<file path="config.mk">
export PLATFORM = sky130hd
export DESIGN_NAME = fb_column_writer
export DESIGN_NICKNAME = d
export VERILOG_FILES = /design/src/rtl/fb_column_writer.sv
export SDC_FILE = /design/constraint.sdc
export NUM_CORES = 1
export LEC_CHECK = 0
export CAP_MARGIN = 20
export CORE_MARGIN = 5
export CORE_UTILIZATION = 30
export DETAILED_ROUTE_END_ITERATION = 6
export PLACE_DENSITY_LB_ADDON = 0.08
export SYNTH_ARGS = -nofsm -noshare
export SYNTH_HDL_FRONTEND = slang
export SYNTH_SLANG_ARGS = --single-unit
</file>
<file path="constraint.sdc">
create_clock -name pixel_clk_in -period 4.21 [get_ports pixel_clk_in]
set_input_delay 0.421 -clock pixel_clk_in [delete_from_list [all_inputs] [get_ports pixel_clk_in]]
set_output_delay 0.421 -clock pixel_clk_in [all_outputs]
set_load 0.02 [all_outputs]
</file>
<file path="src/rtl/fb_column_writer.sv">
// Column-to-strip expander feeding the double-buffered RGB565 frame buffer.
// Each accepted wall descriptor becomes SCREEN_HEIGHT ceiling/wall/floor pixels, one per clock.
module fb_column_writer #(
    parameter int          SCREEN_WIDTH  = 320,
    parameter int          SCREEN_HEIGHT = 180,
    parameter logic [15:0] CEIL_COLOR    = 16'h31A6,
    parameter logic [15:0] FLOOR_COLOR   = 16'h8410
) (
    input  logic        pixel_clk_in,
    input  logic        rst_n_in,
    input  logic        col_valid_in,
    output logic        col_ready_out,
    input  logic [8:0]  col_x_in,
    input  logic [7:0]  col_height_in,
    input  logic [15:0] col_color_in,
    input  logic        col_side_in,
    input  logic        col_last_in,
    input  logic        frame_swap_in,
    output logic        ray_valid_out,
    output logic [15:0] ray_address_out,
    output logic [15:0] ray_pixel_out,
    output logic        ray_last_pixel_out
);

    localparam int          DATA_W   = 16;
    localparam logic [7:0]  HEIGHT_L = 8'(SCREEN_HEIGHT);
    localparam logic [7:0]  ROW_LAST = 8'(SCREEN_HEIGHT - 1);
    localparam logic [8:0]  WIDTH_L  = 9'(SCREEN_WIDTH);
    localparam logic [15:0] STRIDE   = 16'(SCREEN_WIDTH);

    typedef enum logic [1:0] {
        IDLE      = 2'd0,
        DRAW      = 2'd1,
        WAIT_SWAP = 2'd2
    } state_t;

    state_t state_q, state_d;

    // Heights beyond the screen saturate so the wall simply fills the strip.
    function automatic logic [7:0] sat_height(input logic [7:0] h);
        return (h > HEIGHT_L) ? HEIGHT_L : h;
    endfunction

    function automatic logic [7:0] wall_start(input logic [7:0] h_sat);
        logic [7:0] gap;
        gap = HEIGHT_L - h_sat;
        return gap >> 1;
    endfunction

    // y-side hits are darkened by halving each 5/6/5 channel independently.
    function automatic logic [DATA_W-1:0] shade(input logic [DATA_W-1:0] c, input logic side);
        return side ? {1'b0, c[15:12], 1'b0, c[10:6], 1'b0, c[4:1]} : c;
    endfunction

    function automatic logic [DATA_W-1:0] pick(input logic [7:0] y, input logic [7:0] s,
                                               input logic [7:0] e, input logic [DATA_W-1:0] wall);
        if (y < s)
            return CEIL_COLOR;
        else if (y < e)
            return wall;
        else
            return FLOOR_COLOR;
    endfunction

    logic              accept;
    logic              oob_c;
    logic [7:0]        h_sat_c;
    logic [7:0]        start_c;
    logic [7:0]        end_c;
    logic [DATA_W-1:0] wall_c;

    logic [7:0]        start_p0;
    logic [7:0]        end_p0;
    logic [DATA_W-1:0] wall_p0;
    logic              last_p0;

    logic [7:0]        row_p1;
    logic [7:0]        row_next;
    logic              vld_p1;
    logic [15:0]       addr_p1;
    logic [DATA_W-1:0] pix_p1;
    logic              last_p1;

    assign accept   = col_valid_in && (state_q == IDLE);
    assign oob_c    = (col_x_in >= WIDTH_L);
    assign h_sat_c  = sat_height(col_height_in);
    assign start_c  = wall_start(h_sat_c);
    assign end_c    = start_c + h_sat_c;
    assign wall_c   = shade(col_color_in, col_side_in);
    assign row_next = row_p1 + 8'd1;

    always_ff @(posedge pixel_clk_in or negedge rst_n_in) begin
        if (!rst_n_in)
            state_q <= IDLE;
        else
            state_q <= state_d;
    end

    always_comb begin
        state_d       = state_q;
        col_ready_out = 1'b0;
        case (state_q)
            IDLE: begin
                col_ready_out = rst_n_in;
                if (col_valid_in) begin
                    if (oob_c)
                        state_d = col_last_in ? WAIT_SWAP : IDLE;
                    else
                        state_d = DRAW;
                end
            end
            DRAW: begin
                if (row_p1 == ROW_LAST)
                    state_d = last_p0 ? WAIT_SWAP : IDLE;
            end
            WAIT_SWAP: begin
                if (frame_swap_in)
                    state_d = IDLE;
            end
            default: state_d = IDLE;
        endcase
    end

    // Stage p0: descriptor capture; only these latched values drive the strip.
    always_ff @(posedge pixel_clk_in) begin
        if (accept) begin
            start_p0 <= start_c;
            end_p0   <= end_c;
            wall_p0  <= wall_c;
            last_p0  <= col_last_in;
        end
    end

    // Stage p1: registered pixel stream; row 0 is produced on the handshake edge.
    always_ff @(posedge pixel_clk_in or negedge rst_n_in) begin
        if (!rst_n_in) begin
            row_p1  <= '0;
            vld_p1  <= 1'b0;
            addr_p1 <= '0;
            pix_p1  <= '0;
            last_p1 <= 1'b0;
        end else begin
            vld_p1  <= 1'b0;
            last_p1 <= 1'b0;
            case (state_q)
                IDLE: begin
                    if (accept) begin
                        if (oob_c) begin
                            last_p1 <= col_last_in;
                        end else begin
                            row_p1  <= '0;
                            addr_p1 <= 16'(col_x_in);
                            pix_p1  <= pick(8'd0, start_c, end_c, wall_c);
                            vld_p1  <= 1'b1;
                            last_p1 <= col_last_in && (ROW_LAST == 8'd0);
                        end
                    end
                end
                DRAW: begin
                    if (row_p1 != ROW_LAST) begin
                        row_p1  <= row_next;
                        addr_p1 <= addr_p1 + STRIDE;
                        pix_p1  <= pick(row_next, start_p0, end_p0, wall_p0);
                        vld_p1  <= 1'b1;
                        last_p1 <= last_p0 && (row_next == ROW_LAST);
                    end
                end
                default: ;
            endcase
        end
    end

    assign ray_valid_out      = vld_p1;
    assign ray_address_out    = addr_p1;
    assign ray_pixel_out      = pix_p1;
    assign ray_last_pixel_out = last_p1;

endmodule

</file>
==> results of run 1 <==
[power groups by stage]
stage | Clock (uW) | Combinational (uW) | Sequential [uW]
floorplan | 0 | 876 | 1310
global route | 794 | 1790 | 1230
detailed placement | 0 | 1620 | 1210
finish | 735 | 1610 | 1190
CTS | 761 | 1620 | 1190
global placement | 0 | 1600 | 1200
[cell families (layout without fill, tap and decap cells)]
family | Yosys count | count (layout) | share of synthesized area [%]
muxes | 17 | 17 | 4.39
xor gates and xnor gates | 22 | 22 | 4.44
and+or+nand+nor | 133 | 133 | 15.2
adders and majority gates | 23 | 23 | 6.64
DFF | 76 | 76 | 47.5
AOI/OAI and AO/OA | 103 | 104 | 17.3
buffers and inverters | 50 | 155 | 4.50
[cell type report]
class	count	area share, %
multi-input combinational	299	36.6
clock buffer	11	4.36
tap	184	3.97
timing repair buffer	105	16.7
sequential	76	35.6
clock inverter	5	0.583
inverter	34	2.20
[worst min-delay path by stage]
stage / from / to / slack, ns / depth (start not counted)
finish: rst_n_in / row_p1[2] / 0.20 / 2
global route: rst_n_in / ray_address_out[4] / 0.26 / 2
CTS: rst_n_in / state_q[1] / 0.22 / 2
detailed placement: ray_address_out[1] / ray_address_out[1] / 0.46 / 2
global placement: ray_address_out[0] / ray_address_out[0] / 0.46 / 2
floorplan: rst_n_in / ray_address_out[0] / 0.13 / 0
[through the flow]
stage | power, uW | instances
3_3_place_gp | 2800 | 695
4_1_cts | 3580 | 711
3_5_place_dp | 2820 | 695
6_report | 3530 | 714
5_1_grt | 3810 | 714
2_1_floorplan | 2190 | 424
[timing repair]
item | 4_1_cts | 5_1_grt
resized for setup | 0 | 6
setup endpoints to repair | 0 | 16
hold buffers | 0 | 0
endpoints found under the hold margin | 0 | 0
buffers inserted | 0 | 1
[Yosys cell counts (3+ instances only)]
library cell | n | area, sq um
a21o_1 | 5 | 37.5
a21oi_1 | 22 | 110
a22o_1 | 6 | 52.6
a31o_1 | 7 | 61.3
a41o_1 | 6 | 60.1
and2_1 | 3 | 18.8
clkbuf_1 | 13 | 48.8
dfrtp_1 | 44 | 1100
edfxtp_1 | 32 | 961
ha_1 | 23 | 288
inv_1 | 34 | 128
mux2_2 | 16 | 180
nand2_1 | 44 | 165
nand2b_1 | 5 | 31.3
nand3_1 | 18 | 90.1
nor2_1 | 31 | 116
nor2b_1 | 6 | 37.5
nor3_1 | 6 | 30.0
nor3b_1 | 6 | 45.0
o211ai_1 | 3 | 22.5
o21a_1 | 9 | 67.6
o21ai_0 | 22 | 110
o22ai_1 | 4 | 25.0
xnor2_1 | 15 | 131
xor2_1 | 7 | 61.3
[registers in the layout, summed over array words and instances, names as in the netlist]
name,cells
row_p1,8
last_p0,1
wall_p0,16
ray_address_out,16
end_p0,8
ray_pixel_out,16
ray_last_pixel_out,1
ray_valid_out,1
state_q,2
start_p0,7
[layout by cell type, fill, tap and decap left out, types with 3 or more instances in the layout]
cell type        Yosys  final
nand3_1             18     18
nor2_1              31     31
o211ai_1             3      3
a31o_1               7      7
xor2_1               7      7
clkbuf_16            0      9
a41o_1               6      6
nand2b_1             5      5
dfrtp_1             44     44
nor2b_1              6      5
nand2_1             44     43
clkdlybuf4s50_1      0     72
a21o_1               5      5
o22ai_1              4      4
nor3b_1              6      5
a22o_1               6      6
buf_4                0     31
a21oi_1             22     21
xnor2_1             15     15
nor3_1               6      6
mux2_2              16     16
and2_1               3      3
o21ai_0             22     22
edfxtp_1            32     32
ha_1                23     22
inv_1               34     34
o21a_1               9      9
[per-layer routing]
| layer | up-vias | part of all wire, % | global-route usage, % | wire length (microns) |
|---|---|---|---|---|
| li1 | 1723 | - | - | - |
| met1 | 1658 | 46 | 17.6 | 5150 |
| met2 | 57 | 49 | 22.4 | 5510 |
| met3 | 8 | 4.0 | 3.03 | 452 |
| met4 | 0 | 1.0 | 4.52 | 117 |
| met5 | - | 0 | 0 | 0 |
[critical path, cell delays in order]
cell and delay (ns):
clkdlybuf4s50_1 0.41, o21a_1 0.21, or3_4 0.34, nand2_2 0.09, nand2_1 0.08, ha_2 0.20
nor2b_2 0.13, a21oi_1 0.06, mux2_2 0.29, ha_1 0.29, a21o_1 0.18, a21o_1 0.19
or4_4 0.53, a221oi_4 0.38, o211ai_4 0.21, a41o_1 0.29
==> summary.txt, run 1 <==
Place
  • Post-detail-place hpwl: 8260 microns
  • # port buffers: 73
  • Pre-CTS WS: -0.240 ns
  • Cell Area, Placed: approximately 5500 sq um
  • Routability Congestion: ~0.80

Synth
  • Synth warn: 0
  • Syn Nets: roughly 490
  • Ys async rst share: a little under 60%
  • Netlist cell types: 55
  • Top FF cell, synth: dfrtp_1
  • Mean Syn Cell Area: 10.2 sq um
  • Cell count after synthesis: around 420
  • Post-synth EDFFs: 32
  • Mapped cell area: 4340 sq um
  • #FFs+latches synth: 76
  • Sequential share of the synthesized area: 47.5%

Final layout
  • Multi-input gate area: 2120 sq um
  • Share of layout cells above drive strength 1: between 10% and 20%
  • Filler cells: 1417
  • Nets@finish: 587
  • Fin area: 5800 sq um
  • Register area: ~2100 sq um
  • Antenna diodes: 0
  • Fin util: around two fifths
  • Area growth syn-to-layout: 33.7%

STA
  • Setup tns final: 0 ns
  • Fin. Hold Viols: 0
  • Hold slack final: a little under 0.2 ns
  • Worst Clk Skew: around 0.0086 ns
  • Fin crit period: approximately 4 ns
  • Final WS setup: ~0.12 ns
  • Setup Viol. Count Final: 0
  • Slew headroom: 44.7%
  • Final period utilization: 97.1%
  • Slew Limit Fails: 0
  • Fmax: between 0.2 and 0.25 GHz
  • Worst Tran Pin Value: slightly above 0.8 ns

GRT
  • Vias in the first global route: between 3000 and 4000
  • First-pass GRT wire length: about 18000 microns
  • Total Routing Usage GR: a little over an eighth
  • Initial antenna violation count: 0
  • Grt ovf: 0
  • Largest net degree at the start of global routing: 45

Pwr
  • Pwr Density: 609 nW/um^2
  • Peak supply drop: around 290 uV
  • Clock share of power: between 20% and 30%
  • Sw Ratio: 39.0%
  • P_leak: between 0.002 and 0.003 uW
  • Seq pwr share: 33.7%
  • NetSw: ~1400 uW
  • Internal: between 2000 and 2500 uW
  • Logic pwr share: between 40% and 50%

Worst setup path
  • CP endpoint: ray_pixel_out[14]
  • R2r worst-path depth: 13
  • CP arrival: around 4.3 ns
  • Worst R2R Setup Slack: around 0.93 ns
  • WS Path Type: input pin to flip-flop
  • Reg2reg end: ray_pixel_out[14]
  • Worst EP required: around 4.4 ns
  • CP Max Fanout: 7
  • R2r startpoint: row_p1[0]
  • Worst Setup SP: col_height_in[1]
  • Critical path endpoint category: flip-flop
  • Startpoint types: input pin

Job
  • Max_cap viols: 0

Floorplan
  • Core area: between 10000 and 15000 sq um
  • Initial core utilization: roughly 30%
  • Die width: about 130 microns
  • Die area: around 17000 sq um
  • DIE HEIGHT: between 100 and 150 microns
  • IO Count: 74
  • Row count: 44

Detailed routing
  • DRT antenna net count: 0
  • DRT Pass-1 Iters: 5
  • Total routed wirelength: roughly 11000 microns
  • Via/cell ratio: between 4 and 5
  • DRC viols: 0
  • Wire per inst: between 15 and 20 microns
  • Starting DRC count in detailed routing: roughly 190
  • Via count: around 3400

Clock network
  • CTS buffer count: 9
  • Worst-path clk slew: 0.06 ns
  • Clock root cell: clkbuf_16
  • CTS tree: built
  • CTS Buffer Depth: 2
  • Clock sinks: between 70 and 80
  • H-tree depth: 3
  • Worst skew pair latency: 0.34 ns

Outcome
  • Outcome: finished, final reports clean

Min path
  • HP Class: input pin to asynchronous set/reset pin
Power figures use the tool's default switching activity.
==> run 2, diff against run 1 <==
--- a/config.mk
+++ b/config.mk
@@ -6,10 +6,13 @@
 export NUM_CORES = 1
 export LEC_CHECK = 0
 export CAP_MARGIN = 20
+export CORE_ASPECT_RATIO = 1.5
 export CORE_MARGIN = 5
 export CORE_UTILIZATION = 30
 export DETAILED_ROUTE_END_ITERATION = 6
 export PLACE_DENSITY_LB_ADDON = 0.08
+export SLEW_MARGIN = 0
 export SYNTH_ARGS = -nofsm -noshare
 export SYNTH_HDL_FRONTEND = slang
 export SYNTH_SLANG_ARGS = --single-unit
+export TNS_END_PERCENT = 30
==> run 2 against run 1 <==
Effect of this change:
- combinational power barely moved
- worst setup slack better by 0.027 ns
- final area up 0.37%
- routed wire length up 2.1%
- flip-flop and latch count stayed put
- hold slack worse by 0.022 ns
- fmax grew 0.67%
- final cell count up 1.3%
- critical path type unchanged
- critical endpoint is now ray_pixel_out[13]
==> summary.txt, run 2 (synthesis results as in run 1) <==
Outcome
  • Outcome: finished, final reports clean

STA
  • RSZ-0062 raised after global routing: no
  • Worst Tran Pin Value: 0.888 ns (+0.0649 ns)
  • Slew Limit Fails: 0 (unchanged)
  • Final WS setup: 0.150 ns (+0.0274 ns)
  • Fin. Hold Viols: 0 (unchanged)
  • Final period utilization: 96.4% (-0.65 points)
  • Setup Viol. Count Final: 0 (unchanged)
  • Slew headroom: 40.3% (-4.4 points)
  • Fmax: 0.246 GHz (+0.67%)
  • Worst Clk Skew: 0.00674 ns (-0.00184 ns)
  • Fin crit period: 4.06 ns (-0.0274 ns)

GRT
  • Grt ovf: 0 (unchanged)
  • Initial antenna violation count: 0 (unchanged)
  • Largest net degree at the start of global routing: 45 (unchanged)
  • Met2 GRT Util: 25.5% (+3.1 points)
  • Met3 Usage GRT: 2.67% (-0.36 points)
  • Met1 Use GR: 15.2% (-2.4 points)
  • Total Routing Usage GR: 13.7% (+0.12 points)
  • Vias in the first global route: 3569 (+1.3%)
  • First-pass GRT wire length: 18200 microns (+1.0%)
  • Busiest grt layer: met2

Final layout
  • Nets@finish: 588 (+0.17%)
  • Share of layout cells above drive strength 1: 15.3% (-0.41 points)
  • Fin util: 41.2% (+0.85 points)
  • Most frequent cells in the layout: clkdlybuf4s50_1 (72), dfrtp_1 (44), nand2_1 (43)
  • Commonest non-fill, non-tap cell in the layout: clkdlybuf4s50_1
  • Area growth syn-to-layout: 34.2%
  • Antenna diodes: 0 (unchanged)
  • Filler cells: 1406 (-0.78%)

Detailed routing
  • Via/cell ratio: 4.80 (-0.59%)
  • Starting DRC count in detailed routing: 112 (-41%)
  • Wire per inst: 15.9 microns (+0.80%)
  • Total routed wirelength: 11500 microns (+2.1%)
  • DRT Pass-1 Iters: 4 (-1)
  • Via count: 3469 (+0.67%)
  • DRC viols: 0 (unchanged)
  • DRT antenna net count: 0 (unchanged)

Clock network
  • CTS buffer count: 9 (unchanged)
  • CTS tree: built
  • Clock sinks: 76 (unchanged)
  • Worst skew pair latency: 0.33 ns (about the same)
  • Worst-path clk slew: 0.06 ns (about the same)
  • CTS Buffer Depth: 2 (unchanged)
  • Cts hold-fix bufs: 0 (unchanged)
  • Clock root cell: clkbuf_16
  • H-tree depth: 3 (unchanged)

Pwr
  • Sw Ratio: 39.2% (+0.19 points)
  • Logic pwr share: 46.2% (+0.7 points)
  • Peak supply drop: 219 uV (-23%)
  • Pwr Density: 602 nW/um^2 (-1.1%)
  • Clock share of power: 19.9% (-0.9 points)
  • Internal: 2130 uW (-1.0%)
  • P_leak: 0.00250 uW (-0.60%)
  • NetSw: 1370 uW (-0.24%)
  • Seq pwr share: 33.9% (+0.2 points)

Place
  • Pre-CTS WS: -0.300 ns (-0.0596 ns)
  • Routability Congestion: 0.752 (-6.4%)
  • Post-detail-place hpwl: 8430 microns (+2.0%)
  • # port buffers: 73 (unchanged)

Worst setup path
  • Most common cell on crit path: ha_1
  • CP max stage delay: 0.55 ns (+0.02 ns)
  • CP Max Fanout: 7 (unchanged)
  • Largest delay contributor family on the critical path: simple AND/OR/NAND/NOR gates
  • Worst R2R Setup Slack: 1.14 ns (+0.21 ns)
  • Worst EP required: 4.43 ns (about the same)
  • Crit path buf inv count: 3 (+2)
  • R2r startpoint: row_p1[0]
  • Crit-path slowest cell: or4_4
  • CP endpoint: ray_pixel_out[13]
  • R2r worst-path depth: 13 (unchanged)
  • WS Path Type: input pin to flip-flop
  • Reg2reg end: ray_pixel_out[11]
  • Crit-path cells: clkdlybuf4s50_1, o21a_1, or3_4, nand2_2, nand2_1, ha_1, nor2b_2, buf_4, o211ai_1, mux2_2, a21oi_1, ha_1, or4_4, a221oi_4, buf_6, o211ai_4, a31o_1
  • Worst Setup SP: col_height_in[0]
  • CP arrival: 4.28 ns (-0.03 ns)
  • CP Depth: 17 (+1)
  • Startpoint types: input pin
  • Critical path endpoint category: flip-flop

Floorplan
  • IO Count: 74 (unchanged)
  • Die area: 17000 sq um (+0.29%)
  • Core area: 14100 sq um (-1.7%)
  • Row count: 53 (+20%)
  • Die width: 108 microns (-17%)
  • Initial core utilization: 30.7% (+0.52 points)
  • DIE HEIGHT: 157 microns (+21%)

Job
  • Max_cap viols: 0 (unchanged)

Min path
  • HP Class: input pin to asynchronous set/reset pin
==> run 2: cell types whose count changed in the layout (fill, tap and decap cells not counted) <==
cell        previous run  this run
clkbuf_8               2         0
inv_4                  1         0
clkinv_4               1         0
a21oi_2                2         1
buf_6                  1         2
clkinv_1               0         1
a21oi_1               21        22
clkinv_2               2         1
ha_4                   0         1
a221oi_4               1         2
clkbuf_1               0         1
a221oi_2               1         0
ha_2                   1         0
clkinvlp_4             0         3
==> run 2: what timing repair did <==
| item | in CTS | in global routing |
|---|---|---|
| endpoints found under the setup margin | 0 | 15 |
| hold endpoints to repair | 0 | 0 |
| gates resized for setup | 0 | 7 |
| buffers inserted | 0 | 2 |
==> run 2: worst min-delay path by stage <==
stage                            start                  to  slack [ns]  cells after the start
global placement    ray_address_out[3]  ray_address_out[3]        0.46                      2
CTS                           rst_n_in          state_q[1]        0.21                      2
global route                  rst_n_in          state_q[1]        0.25                      2
floorplan                     rst_n_in  ray_address_out[0]        0.13                      0
detailed placement  ray_address_out[3]  ray_address_out[3]        0.46                      2
finish                        rst_n_in          state_q[1]        0.18                      2
==> run 2: cell type report <==
class	count	area (sq um)	area share, %
Multi-Input combinational cell	299	2140	36.8
Clock buffer	10	229	3.93
Inverter	34	128	2.19
Tap cell	192	240	4.13
Clock inverter	6	40.0	0.688
Timing Repair Buffer	106	981	16.9
Sequential cell	76	2060	35.4
==> run 2: power by group through the flow <==
stage / Clock (uW) / Combinational, uW / Sequential, uW
floorplan: 0 / 876 / 1310
global placement: 0 / 1610 / 1200
detailed placement: 0 / 1640 / 1210
CTS: 724 / 1640 / 1190
global route: 761 / 1800 / 1220
finish: 699 / 1620 / 1190
==> run 2: routing by layer <==
| metal | up-vias | routed length, microns |
|---|---|---|
| met3 | 12 | 497 |
| met1 | 1674 | 4640 |
| li1 | 1717 | - |
| met4 | 0 | 198 |
| met2 | 66 | 6130 |
| met5 | - | 0 |
==> run 2: through the flow <==
stage               cells  area [sq um]  total power [uW]  setup TNS, ns  hold slack, ns
floorplan             424          4340              2190              0           0.125
global placement      704          5480              2820          -4.04           0.456
detailed placement    704          5480              2840          -4.24           0.461
CTS                   720          5750              3560              0           0.206
global route          723          5820              3790              0           0.254
finish                723          5820              3510              0           0.177
==> run 3, diff against run 2 <==
==> constraint.sdc (replaced) <==
create_clock -name pixel_clk_in -period 5 [get_ports pixel_clk_in]
set_input_delay 0.5 -clock pixel_clk_in [delete_from_list [all_inputs] [get_ports pixel_clk_in]]
set_output_delay 0.5 -clock pixel_clk_in [all_outputs]
set_load 0.01 [all_outputs]
==> run 3 against run 2 <==
Effect of this change:
- core utilization decreased by 0.89 points
- final cell count down 3.0%
- via count is 0.78% lower
- hold slack improved by 0.081 ns
- critical endpoint is now ray_pixel_out[11]
- worst setup slack improved by 0.38 ns
- first-iteration DRC count grew 0.89%
- clock skew about the same
- routed wire length down 1.7%
- flip-flop and latch count is the same
- sequential share of layout area rose by 0.79 points
==> summary.txt, run 3 (synthesis results as in run 1) <==
Outcome
  • Outcome: finished, final reports clean

Floorplan
  • IO Count: 74 (unchanged)
  • Die width: 108 microns (unchanged)
  • Row count: 53 (unchanged)
  • Core area: 14100 sq um (unchanged)
  • Die area: 17000 sq um (unchanged)
  • DIE HEIGHT: 157 microns (unchanged)
  • Initial core utilization: 30.7% (unchanged)

STA
  • Worst Clk Skew: 0.00713 ns (+0.000391 ns)
  • Final period utilization: around 89%
  • Slew headroom: 39.3% (-1.0 points)
  • RSZ-0062 raised after global routing: no
  • Setup tns final: 0 ns (unchanged)
  • Hold slack final: 0.258 ns (+0.0813 ns)
  • Fin. Hold Viols: 0 (unchanged)
  • Slew Limit Fails: 0 (unchanged)
  • Fmax: ~0.22 GHz
  • Fin crit period: approximately 4.5 ns
  • Setup Viol. Count Final: 0 (unchanged)
  • Worst Tran Pin Value: 0.908 ns (+0.0205 ns)

Final layout
  • Nets@finish: 566 (-3.7%)
  • Most frequent cells in the layout: clkdlybuf4s50_1 (72), nand2_1 (44), dfrtp_1 (44)
  • Fin area: 5690 sq um (-2.2%)
  • Area growth syn-to-layout: 31.3%
  • Share of layout cells above drive strength 1: 11.4% (-3.9 points)
  • Antenna diodes: 0 (unchanged)
  • Commonest non-fill, non-tap cell in the layout: clkdlybuf4s50_1

Worst setup path
  • CP max stage delay: 0.53 ns (-0.02 ns)
  • WS Path Type: input pin to flip-flop
  • CP Max Fanout: 16 (+9)
  • Crit-path slowest cell: or4_4
  • Crit-path cells: clkdlybuf4s50_1, o21a_1, or3_4, nand2_1, nand2_1, ha_1, nor2b_1, a21oi_1, mux2_2, ha_1, a21o_1, a21o_1, or4_4, a221oi_4, o211ai_4, a41o_1
  • Worst EP required: 5.22 ns (+0.79 ns)
  • Critical path endpoint category: flip-flop
  • CP arrival: 4.69 ns (+0.41 ns)
  • Startpoint types: input pin

Clock network
  • Clock root cell: clkbuf_16
  • Post-CTS Setup Inserts: 0 (unchanged)
  • CTS Buffer Depth: 2 (unchanged)
  • Cts hold-fix bufs: 0 (unchanged)
  • Worst skew pair latency: 0.33 ns (about the same)
  • Clock sinks: 76 (unchanged)
  • Worst-path clk slew: 0.06 ns (about the same)
  • CTS tree: built
  • CTS buffer count: 9 (unchanged)
  • H-tree depth: 3 (unchanged)
  • CTS resizes: 0 (unchanged)

Place
  • Cell Area, Placed: 5330 sq um (-2.7%)
  • Routability Congestion: 0.805 (+7.1%)
  • Post-detail-place hpwl: 8490 microns (+0.79%)
  • # port buffers: 73 (unchanged)

Detailed routing
  • DRT antenna net count: 0 (unchanged)
  • Via/cell ratio: 4.91 (+2.3%)
  • DRT Pass-1 Iters: 4 (unchanged)
  • Total routed wirelength: 11300 microns (-1.7%)
  • DRC viols: 0 (unchanged)
  • Via count: 3442 (-0.78%)
  • Starting DRC count in detailed routing: 113 (+0.89%)
  • Wire per inst: 16.1 microns (+1.4%)

GRT
  • First-pass GRT wire length: 18200 microns (+0.27%)
  • Total Routing Usage GR: 13.8% (+0.12 points)
  • Vias in the first global route: 3519 (-1.4%)
  • Initial antenna violation count: 0 (unchanged)
  • Grt ovf: 0 (unchanged)
  • Largest net degree at the start of global routing: 46 (+2.2%)

Pwr
  • Total power draw: 3040 uW (-13%)
  • Peak supply drop: 197 uV (-10%)
  • Pwr Density: 534 nW/um^2 (-11%)
  • P_leak: 0.00244 uW (-2.1%)

Min path
  • HP Class: input pin to asynchronous set/reset pin

Job
  • Max_cap viols: 0 (unchanged)
-- run 3: area by class of cell --
cell class / instances / area [sq um]
flip-flops and latches: 76 / 2060
clock inverters: 7 / 139
inverters: 34 / 128
fillers: 1394 / 8430
well taps: 192 / 240
clock buffers: 9 / 225
multi-input cells: 298 / 2080
repair buffers: 85 / 816
-- run 3: worst paths after layout --
path | startpoint | endpoint | slack [ns] | cells after the start
worst max register to register | row_p1[0] | ray_pixel_out[11] | 1.52 | 12
worst max-delay path | col_height_in[0] | ray_pixel_out[11] | 0.53 | 16
worst min register to register | ray_address_out[0] | ray_address_out[0] | 0.48 | 2
min in group pixel_clk_in | ray_address_out[0] | ray_address_out[0] | 0.48 | 2
max in group asynchronous | rst_n_in | ray_pixel_out[1] | 4.31 | 2
worst min-delay path | rst_n_in | ray_address_out[1] | 0.26 | 2
-- run 3: stage by stage --
stage                     cells  setup slack, ns  util (%)
after detailed placement    685            0.183      37.7
after CTS                   701            0.524      40.3
after global placement      685            0.218      37.7
after floorplan             424            0.426         -
final                       701            0.532      40.3
after global routing        701            0.297      40.3
-- run 3: where the power goes --
group	switching [uW]	leakage [uW]	internal, uW
Clock	249	0.000179	537
Sequential	131	0.000858	867
Combinational	689	0.00140	569
Total	1070	0.00244	1970
-- run 3: routing by layer --
layer  track usage [%]  vias up  share of wire, %
met4              6.32        0               2.5
li1                  -     1677                 -
met1              15.5     1674                40
met5                 0        -                 0
met3              2.50       18               3.7
met2              25.1       73                54
-- run 3: worst max-delay path, delay by kind of cell --
kind | cells | cell delay (ns)
compound gates | 7 | 1.53
fa+ha+maj | 2 | 0.52
buf+inv | 1 | 0.45
mux | 1 | 0.30
simple gates | 5 | 1.40
